File: src/rtl/reg_wb_queue_pkg.sv
// Shared defaults and helpers for the register write-back queue.
package reg_wb_queue_pkg;

  localparam int DATA_W_DEF = 32;
  localparam int ADDR_W_DEF = 5;
  localparam int DEPTH_DEF  = 4;

  // Register $zero: writes to it carry no architectural state and are never queued.
  localparam int unsigned REG_ZERO = 32'd0;

  // Distance of a storage slot from the head, i.e. its age rank (0 = oldest).
  function automatic int unsigned slot_age(input int unsigned slot,
                                           input int unsigned head,
                                           input int unsigned depth);
    return (slot + depth - head) % depth;
  endfunction

endpackage

File: src/rtl/reg_wb_queue_fwd_search.sv
// Finds the youngest queued write to one decode read address.
module reg_wb_queue_fwd_search
  import reg_wb_queue_pkg::*;
#(
  parameter int DATA_W = DATA_W_DEF,
  parameter int ADDR_W = ADDR_W_DEF,
  parameter int DEPTH  = DEPTH_DEF,
  parameter int PTR_W  = $clog2(DEPTH)
) (
  input  logic [DEPTH-1:0][ADDR_W-1:0] ent_rd,
  input  logic [DEPTH-1:0][DATA_W-1:0] ent_data,
  input  logic [DEPTH-1:0]             valid,
  input  logic [PTR_W-1:0]             head,
  input  logic [ADDR_W-1:0]            addr,
  output logic                         pend,
  output logic [DATA_W-1:0]            fwd
);

  logic [PTR_W-1:0] slot;

  // Walk from youngest to oldest; the first live match is the value decode must see.
  always_comb begin
    pend = 1'b0;
    fwd  = '0;
    slot = head;
    for (int a = DEPTH - 1; a >= 0; a--) begin
      slot = head + PTR_W'(a);
      if (!pend && valid[slot] && (ent_rd[slot] == addr) &&
          (addr != ADDR_W'(REG_ZERO))) begin
        pend = 1'b1;
        fwd  = ent_data[slot];
      end else begin
        pend = pend;
      end
    end
  end

endmodule

File: src/rtl/reg_wb_queue.sv
// In-order write-back queue feeding the register file write port, with
// pending/forward lookup for the two decode read ports.
module reg_wb_queue
  import reg_wb_queue_pkg::*;
#(
  parameter int DATA_W = DATA_W_DEF,
  parameter int ADDR_W = ADDR_W_DEF,
  parameter int DEPTH  = DEPTH_DEF
) (
  input  logic              CLK,
  input  logic              RST,
  input  logic              ld_valid,
  input  logic [ADDR_W-1:0] ld_rd,
  input  logic [DATA_W-1:0] ld_data,
  input  logic              alu_valid,
  input  logic [ADDR_W-1:0] alu_rd,
  input  logic [DATA_W-1:0] alu_data,
  output logic              in_ready,
  input  logic [ADDR_W-1:0] rs,
  input  logic [ADDR_W-1:0] rt,
  output logic              rs_pend,
  output logic [DATA_W-1:0] rs_fwd,
  output logic              rt_pend,
  output logic [DATA_W-1:0] rt_fwd,
  output logic [ADDR_W-1:0] rd,
  output logic [DATA_W-1:0] in_data,
  output logic              RegWrite,
  output logic              overflow
);

  localparam int PTR_W = $clog2(DEPTH);
  localparam int CNT_W = PTR_W + 1;

  logic [DEPTH-1:0][ADDR_W-1:0] ent_rd;
  logic [DEPTH-1:0][DATA_W-1:0] ent_data;
  logic [DEPTH-1:0]             valid;
  logic [PTR_W-1:0]             rd_ptr;
  logic [PTR_W-1:0]             wr_ptr;
  logic [PTR_W-1:0]             alu_slot;
  logic [CNT_W-1:0]             count;
  logic ld_live, alu_live, ld_push, alu_push, pop, drop;

  // Producer gating: room for two entries, judged on registered count only.
  always_comb begin
    in_ready = (count <= CNT_W'(DEPTH - 2));
    ld_live  = ld_valid && (ld_rd != ADDR_W'(REG_ZERO));
    alu_live = alu_valid && (alu_rd != ADDR_W'(REG_ZERO));
    ld_push  = ld_live && in_ready;
    alu_push = alu_live && in_ready;
    drop     = (ld_live || alu_live) && !in_ready;
    pop      = (count != '0);
    alu_slot = wr_ptr + PTR_W'(ld_push);
  end

  // Register file write port shows the head entry whenever the queue is non-empty.
  always_comb begin
    RegWrite = pop;
    if (pop) begin
      rd      = ent_rd[rd_ptr];
      in_data = ent_data[rd_ptr];
    end else begin
      rd      = '0;
      in_data = '0;
    end
  end

  // Live-entry mask: slots whose age from the head is below the occupancy.
  always_comb begin
    valid = '0;
    for (int i = 0; i < DEPTH; i++) begin
      valid[i] = (CNT_W'(slot_age(i, 32'(rd_ptr), DEPTH)) < count);
    end
  end

  // Pointers, occupancy and sticky overflow; the head drains every cycle it exists.
  always_ff @(posedge CLK) begin
    if (RST) begin
      rd_ptr   <= '0;
      wr_ptr   <= '0;
      count    <= '0;
      overflow <= 1'b0;
    end else begin
      rd_ptr   <= rd_ptr + PTR_W'(pop);
      wr_ptr   <= wr_ptr + PTR_W'(ld_push) + PTR_W'(alu_push);
      count    <= count + CNT_W'(ld_push) + CNT_W'(alu_push) - CNT_W'(pop);
      overflow <= overflow | drop;
    end
  end

  // Entry storage: the load result takes the older slot when both producers push.
  always_ff @(posedge CLK) begin
    if (ld_push) begin
      ent_rd[wr_ptr]   <= ld_rd;
      ent_data[wr_ptr] <= ld_data;
    end
    if (alu_push) begin
      ent_rd[alu_slot]   <= alu_rd;
      ent_data[alu_slot] <= alu_data;
    end
  end

  reg_wb_queue_fwd_search #(
    .DATA_W(DATA_W), .ADDR_W(ADDR_W), .DEPTH(DEPTH), .PTR_W(PTR_W)
  ) u_rs_search (
    .ent_rd(ent_rd), .ent_data(ent_data), .valid(valid), .head(rd_ptr),
    .addr(rs), .pend(rs_pend), .fwd(rs_fwd)
  );

  reg_wb_queue_fwd_search #(
    .DATA_W(DATA_W), .ADDR_W(ADDR_W), .DEPTH(DEPTH), .PTR_W(PTR_W)
  ) u_rt_search (
    .ent_rd(ent_rd), .ent_data(ent_data), .valid(valid), .head(rd_ptr),
    .addr(rt), .pend(rt_pend), .fwd(rt_fwd)
  );

endmodule

File: config.mk
export PLATFORM = sky130hd
export DESIGN_NAME = reg_wb_queue
export DESIGN_NICKNAME = d
export VERILOG_FILES = /design/src/rtl/reg_wb_queue_pkg.sv /design/src/rtl/reg_wb_queue_fwd_search.sv /design/src/rtl/reg_wb_queue.sv
export SDC_FILE = /design/constraint.sdc
export NUM_CORES = 1
export LEC_CHECK = 0
export ABC_AREA = 1
export ABC_CLOCK_PERIOD_IN_PS = 3100
export BUFFER_PORTS_ARGS = -buffer_cell sky130_fd_sc_hd__buf_4
export CAP_MARGIN = 20
export CELL_PAD_IN_SITES_DETAIL_PLACEMENT = 0
export CELL_PAD_IN_SITES_GLOBAL_PLACEMENT = 1
export CORE_ASPECT_RATIO = 0.7
export CORE_MARGIN = 2
export CORE_UTILIZATION = 36
export DETAILED_ROUTE_END_ITERATION = 8
export GPL_ROUTABILITY_DRIVEN = 0
export MAX_ROUTING_LAYER = met4
export PLACE_DENSITY_LB_ADDON = 0.1
export SLEW_MARGIN = 25
export SYNTH_ARGS = -nofsm -noshare
export SYNTH_HDL_FRONTEND = slang
export SYNTH_SLANG_ARGS = --single-unit
File: constraint.sdc
create_clock -name CLK -period 3.1 [get_ports CLK]
set_clock_uncertainty 0.1 [all_clocks]
set_input_delay 0.465 -clock CLK [delete_from_list [all_inputs] [get_ports CLK]]
set_output_delay 0.465 -clock CLK [all_outputs]
set_load 0.01 [all_outputs]
==> flow_summary.ini, run 1 <==
[placement]
io_buffers = 193
dp_cells = 3178
post_dp_cell_area_um2 = 16800
dp_hpwl_um = 41400

[setup_path]
reg2reg_to = ent_data[16]
critPathMaxFanout = 7
arrival_ps = 2800
worstPathRequired_ps = 2530
rr_worst_depth = 10
rrSetupSlack_ps = 90
worstReg2RegStart = count[2]
endpoint_kind = output pin
start_kind = flop
path_class = reg2out

[final_layout]
stdcell_area_um2 = 18600
layout.nets = 2797
layout-drive-gt1-share_pct = 20.0
stdcell_count = 3238
fillCellCount = 4017
syn_to_final_growth_pct = 32.3

[sta]
slew_headroom_pct = 56.1
worst_pin_slew_ps = 658
setup-violations-final = 66
finalSetupTns_ps = -13630
finalCritPeriodShare_pct = 108
max_freq_ghz = 0.297
finalMaxSlewViolations = 0
setup_ws_ps = -262
finalCriticalPeriod_ps = 3360
hold_viol_final = 0
rsz0062_at_grt = true

[cts]
clkLatencyLatePin_ps = 460
path_clk_slew_ps = 70
cts.sinks = 156
ctsHoldBuffers = 0
cts_tree = built
cts_root_buffer = clkbuf_16
htree_levels = 4
cts_buffer_depth = 2
cts_inserted_buffers = 17

[grt]
grt_remaining_overflow = 0
grt_max_degree = 188
grt_pass1_wl_um = 91400
grt_use_total_pct = 29.9
grt_pass1_vias = 15900
antenna_found_initial = 1

[detailed_routing]
dr.first_iter.drc_count = 1790
wl_um = 61100
vias = 17500
first_pass_iters = 8
wire_per_inst_um = 18.9
drc = 0
ant_nets = 0
post_drt_via_cell_ratio = 5.39

[synthesis]
synth_top_area_share_pct = 22.2
syn_inst = 2518
synth.distinct_cells = 31
ys_ff_latch = 156
synth_area_leaders = dfxtp_1 (22%), nand2_1 (20%), o21ai_0 (14%), inv_1 (10%), nand3_1 (10%)
yosysWarningCount = 0
ys.flop_type = dfxtp_1
netlist_area_um2 = 14100
avgSynthCellArea_um2 = 5.58
synth_edf_count = 0
syn_nets = 2617
yosysMostFrequentCell = nand2_1
ys_top_cells_by_count = nand2_1 (763), o21ai_0 (385), inv_1 (376)
synth-seq-area-share_pct = 22.2
synthArstFlopShare_pct = 0
synth_top_area_cell = dfxtp_1

[hold_path]
min_from = RST
holdPathEnd = count[1]
hold_depth = 2
hold_path.class = in2reg

[floorplanning]
core_area_um2 = 38400
io_pins = 194
die_w_um = 240
die-area_um2 = 40700
dieHeight_um = 169
rows = 60
start_util_pct = 36.6

[power_and_ir_drop]
power.total_mw = 23.7
peakVddDrop_uv = 589
p_int_mw = 11.3
p_leak_nw = 9.64
switching_share_pct = 52.4
switching_power_mw = 12.4
power_frac_seq_pct = 16.1
p_per_area_nw_per_um2 = 1270
comb_power_share_pct = 74.0
p_clk_share_pct = 9.9

[run_status]
violations = setup timing
status = finished with violations

[flow_run]
drv_cap = 0
## power by group through the flow
stage | registers (mW) | logic (mW) | clock network (mW)
4_1_cts | 3.78 | 16.5 | 2.39
3_3_place_gp | 3.77 | 15.5 | 0
5_1_grt | 3.94 | 19.5 | 2.47
3_5_place_dp | 3.80 | 15.7 | 0
6_report | 3.80 | 17.5 | 2.34
2_1_floorplan | 3.59 | 10.3 | 0
## layout make-up
cell class	instances	area [um2]	share of cell area, %
multi-input combinational	1790	9260	49.8
timing repair buffer	351	3460	18.6
sequential	156	3130	16.8
inverter	382	1460	7.83
tap	527	659	3.55
clock buffer	20	457	2.46
clock inverter	11	169	0.908
antenna	1	2.50	0.0135
## metrics by stage
stage          utilization [%]  hold slack, ps  setup WS [ps]
5_1_grt                   48.4             125           -388
6_report                  48.4             121           -262
2_1_floorplan                -             402           3.26
3_3_place_gp              43.8             355           71.6
4_1_cts                   46.8             105           -261
3_5_place_dp              43.8             370           32.7
## layer usage
| metal | up-vias | track usage [%] | share of wire (%) |
|---|---|---|---|
| li1 | 8562 | - | - |
| met1 | 8123 | 42.4 | 48 |
| met2 | 730 | 45.2 | 43 |
| met3 | 48 | 4.13 | 7.5 |
| met4 | 0 | 6.13 | 1.3 |
| met5 | - | - | 0 |
## what timing repair did
action | 4_1_cts | 5_1_grt
setup buffers | 8 | 10
gates cloned | 4 | 8
gates resized for setup | 92 | 87
pin swaps | 25 | 20
endpoints found under the setup margin | 103 | 234
## worst max-delay path: stages, from the launching register on
cell     delay (ps)
dfxtp_4         460
inv_8            70
nand2_2          80
nand2_4          90
ha_4            270
nand3_2          80
nand3_2         100
nand2_2          60
nand2_1          80
nand2_2          80
nand2_2          80
nor2_4           60
nor2_4          180
buf_6           180
buf_12          140
nand4_1          80
nand3_1         120
buf_4           120
## layout by cell type (no fill, tap or decap), types with 4 or more instances in the layout
cell / instances
nand2_2: 26
nor2_2: 11
buf_12: 36
buf_16: 4
clkinvlp_4: 5
nand4_1: 66
buf_8: 4
ha_1: 7
nand2_1: 736
nor2_4: 8
buf_6: 26
buf_4: 272
o21ai_0: 376
clkbuf_16: 25
nand3_4: 7
bufinv_16: 4
o211ai_1: 148
nand3_2: 81
inv_1: 375
dfxtp_1: 153
nor2_1: 69
o21ai_1: 33
nand3_1: 192
## worst max path at each step
stage,start,end,slack (ps),cells past startpoint
6_report,rd_ptr[0],rs_fwd[31],-260,17
2_1_floorplan,rd_ptr[1],rs_fwd[10],3,21
4_1_cts,rd_ptr[0],rs_fwd[8],-260,15
5_1_grt,rd_ptr[0],rs_fwd[13],-390,15
3_3_place_gp,count[2],ent_data[51],70,10
3_5_place_dp,count[1],ent_data[57],30,11
## cell families after synthesis
group | count (synthesis) | share of synthesized area, %
DFF | 156 | 22.2
and+or+nand+nor | 1206 | 36.2
xor gates and xnor gates | 4 | 0.249
buffers and inverters | 572 | 17.3
AOI/OAI and AO/OA | 569 | 22.9
adders and majority gates | 11 | 1.09
## flip-flops by register name, indices dropped and copies added, names as in the netlist
name      count
count         3
ent_data    128
wr_ptr        2
ent_rd       20
overflow      1
rd_ptr        2
Power figures use the tool's default switching activity.
==> run 2: changes to the inputs <==
--- a/config.mk
+++ b/config.mk
@@ -6,14 +6,14 @@
 export NUM_CORES = 1
 export LEC_CHECK = 0
 export ABC_AREA = 1
-export ABC_CLOCK_PERIOD_IN_PS = 3100
+export ABC_CLOCK_PERIOD_IN_PS = 3700
 export BUFFER_PORTS_ARGS = -buffer_cell sky130_fd_sc_hd__buf_4
 export CAP_MARGIN = 20
 export CELL_PAD_IN_SITES_DETAIL_PLACEMENT = 0
 export CELL_PAD_IN_SITES_GLOBAL_PLACEMENT = 1
 export CORE_ASPECT_RATIO = 0.7
 export CORE_MARGIN = 2
-export CORE_UTILIZATION = 36
+export CORE_UTILIZATION = 40
 export DETAILED_ROUTE_END_ITERATION = 8
 export GPL_ROUTABILITY_DRIVEN = 0
 export MAX_ROUTING_LAYER = met4
==> constraint.sdc (replaced) <==
create_clock -name CLK -period 3.7 [get_ports CLK]
set_clock_uncertainty 0.1 [all_clocks]
set_input_delay 0.555 -clock CLK [delete_from_list [all_inputs] [get_ports CLK]]
set_output_delay 0.555 -clock CLK [all_outputs]
set_load 0.01 [all_outputs]
==> flow_summary.ini, run 2 (same netlist as run 1, synthesis figures left out) <==
[sta]
worst_pin_slew_ps = 814
slew_headroom_pct = 45.7
finalMaxSlewViolations = 0
hold_viol_final = 0
finalCritPeriodShare_pct = 96.9
max_freq_ghz = 0.279
holdWs_ps = 221
setup-violations-final = 0
finalCriticalPeriod_ps = 3580
setup_ws_ps = 116

[detailed_routing]
drc = 0
vias = 17000
dr.first_iter.drc_count = 1924
ant_nets = 0
post_drt_via_cell_ratio = 5.48
wire_per_inst_um = 18.7
first_pass_iters = 6
wl_um = 57700

[grt]
grtUsageMet3_pct = 5.50
grt_remaining_overflow = 0
grt_pass1_wl_um = 86200
grt_pass1_vias = 15100
grtUsageMet2_pct = 44.7
grt-busiest-layer = met2
grt_max_degree = 121
antenna_found_initial = 2
grt_use_total_pct = 30.7
met1_usage_pct = 43.8

[final_layout]
regMostFlops = ent_data
syn_to_final_growth_pct = 19.9
layout.nets = 2704
layout-drive-gt1-share_pct = 12.7
final_cell_mix = nand2_1 (763), o21ai_0 (385), inv_1 (375)
final_common_cell = nand2_1
stdcell_area_um2 = 16900
top_regs = ent_data x128, ent_rd x20, count x3
largest_reg_flops = 128
fin_util_pct = 48.6

[cts]
cts_tree = built
cts_buffer_depth = 2
clkLatencyLatePin_ps = 460
ctsHoldBuffers = 0
cts_inserted_buffers = 17
htree_levels = 4
cts.sinks = 156
path_clk_slew_ps = 80
cts_root_buffer = clkbuf_16

[power_and_ir_drop]
peakVddDrop_uv = 629
p_per_area_nw_per_um2 = 1060
power.total_mw = 17.9
p_leak_nw = 8.78

[hold_path]
hold_path.class = in2reg
min_from = RST
holdPathEnd = rd_ptr[1]
hold_depth = 2

[setup_path]
rr_worst_depth = 10
start_kind = flop
endpoint_kind = output pin
rrSetupSlack_ps = 450
arrival_ps = 2930
path_class = reg2out
worstReg2RegStart = count[2]
worstPathRequired_ps = 3040
reg2reg_to = ent_data[90]
critPathMaxFanout = 23

[floorplanning]
io_pins = 194
start_util_pct = 40.6
die-area_um2 = 36700
core_area_um2 = 34700
rows = 57
die_w_um = 228
dieHeight_um = 161

[run_status]
status = completed

[placement]
dp_hpwl_um = 36400
post_dp_cell_area_um2 = 15800
pre_cts_slack_ps = 279
io_buffers = 193

[flow_run]
drv_cap = 0
-- run 2: cell count changes in the layout (fill, tap and decap cells not counted), sizes merged --
| cell | delta |
|---|---|
| clkinvlp | -3 |
| clkbuf | -5 |
| bufinv | -3 |
| diode | +1 |
| inv | +11 |
| buf | -91 |
| clkinv | -1 |
-- run 2: worst max-delay path: stages, from the launching register on --
cell and delay, ps:
dfxtp_4 390, inv_8 140, buf_4 210, nand2_1 80, nand3_1 140, nand2_1 70, nand2_1 60, nand2_1 60
nor2_2 150, nand3_1 180, nor2_4 190, nor2_4 60, buf_12 140, clkbuf_16 190, nand3_1 90, nand3_1 130
buf_4 170
-- run 2: cell type report --
| cell class | instances | area, um2 |
|---|---|---|
| antenna | 2 | 5.00 |
| clock buffer | 17 | 425 |
| clock inverter | 15 | 151 |
| inverter | 382 | 1450 |
| timing repair buffer | 258 | 2410 |
| tap | 472 | 591 |
| fill | 3732 | 17800 |
| sequential | 156 | 3130 |
| multi-input combinational | 1790 | 8690 |
-- run 2: routing by layer --
layer | vias to the layer above | share of wire [%]
met5 | - | 0
met4 | 0 | 1.7
met3 | 59 | 9.0
met2 | 808 | 41
met1 | 7709 | 48
li1 | 8376 | -
-- run 2: through the flow --
step                      setup TNS [ps]  std cells
after floorplan                        0       2518
after CTS                              0       3070
after global placement                 0       3037
final                                  0       3092
after global routing               -22.5       3092
after detailed placement               0       3037
-- run 2: how the worst max path moves through the flow --
stage          depth (start not counted)         end       from
6_report                              16  rt_fwd[24]  rd_ptr[0]
3_5_place_dp                          14  rs_fwd[26]  rd_ptr[1]
5_1_grt                               17   rs_fwd[2]  rd_ptr[0]
3_3_place_gp                          16   rt_fwd[1]  rd_ptr[0]
4_1_cts                               16  rs_fwd[26]  rd_ptr[0]
2_1_floorplan                         21  rt_fwd[14]  rd_ptr[0]
-- run 2: repair_timing --
item                                    CTS  global route
cloned                                    1            10
endpoints found under the setup margin   67            66
gates resized for setup                   8            23
buffers inserted                          0            10
pin swaps                                 0             4
-- run 2: report_power, final --
group	switching (mW)	internal, mW
sequential	0.512	2.64
clock	0.873	0.953
combinational	8.39	4.56
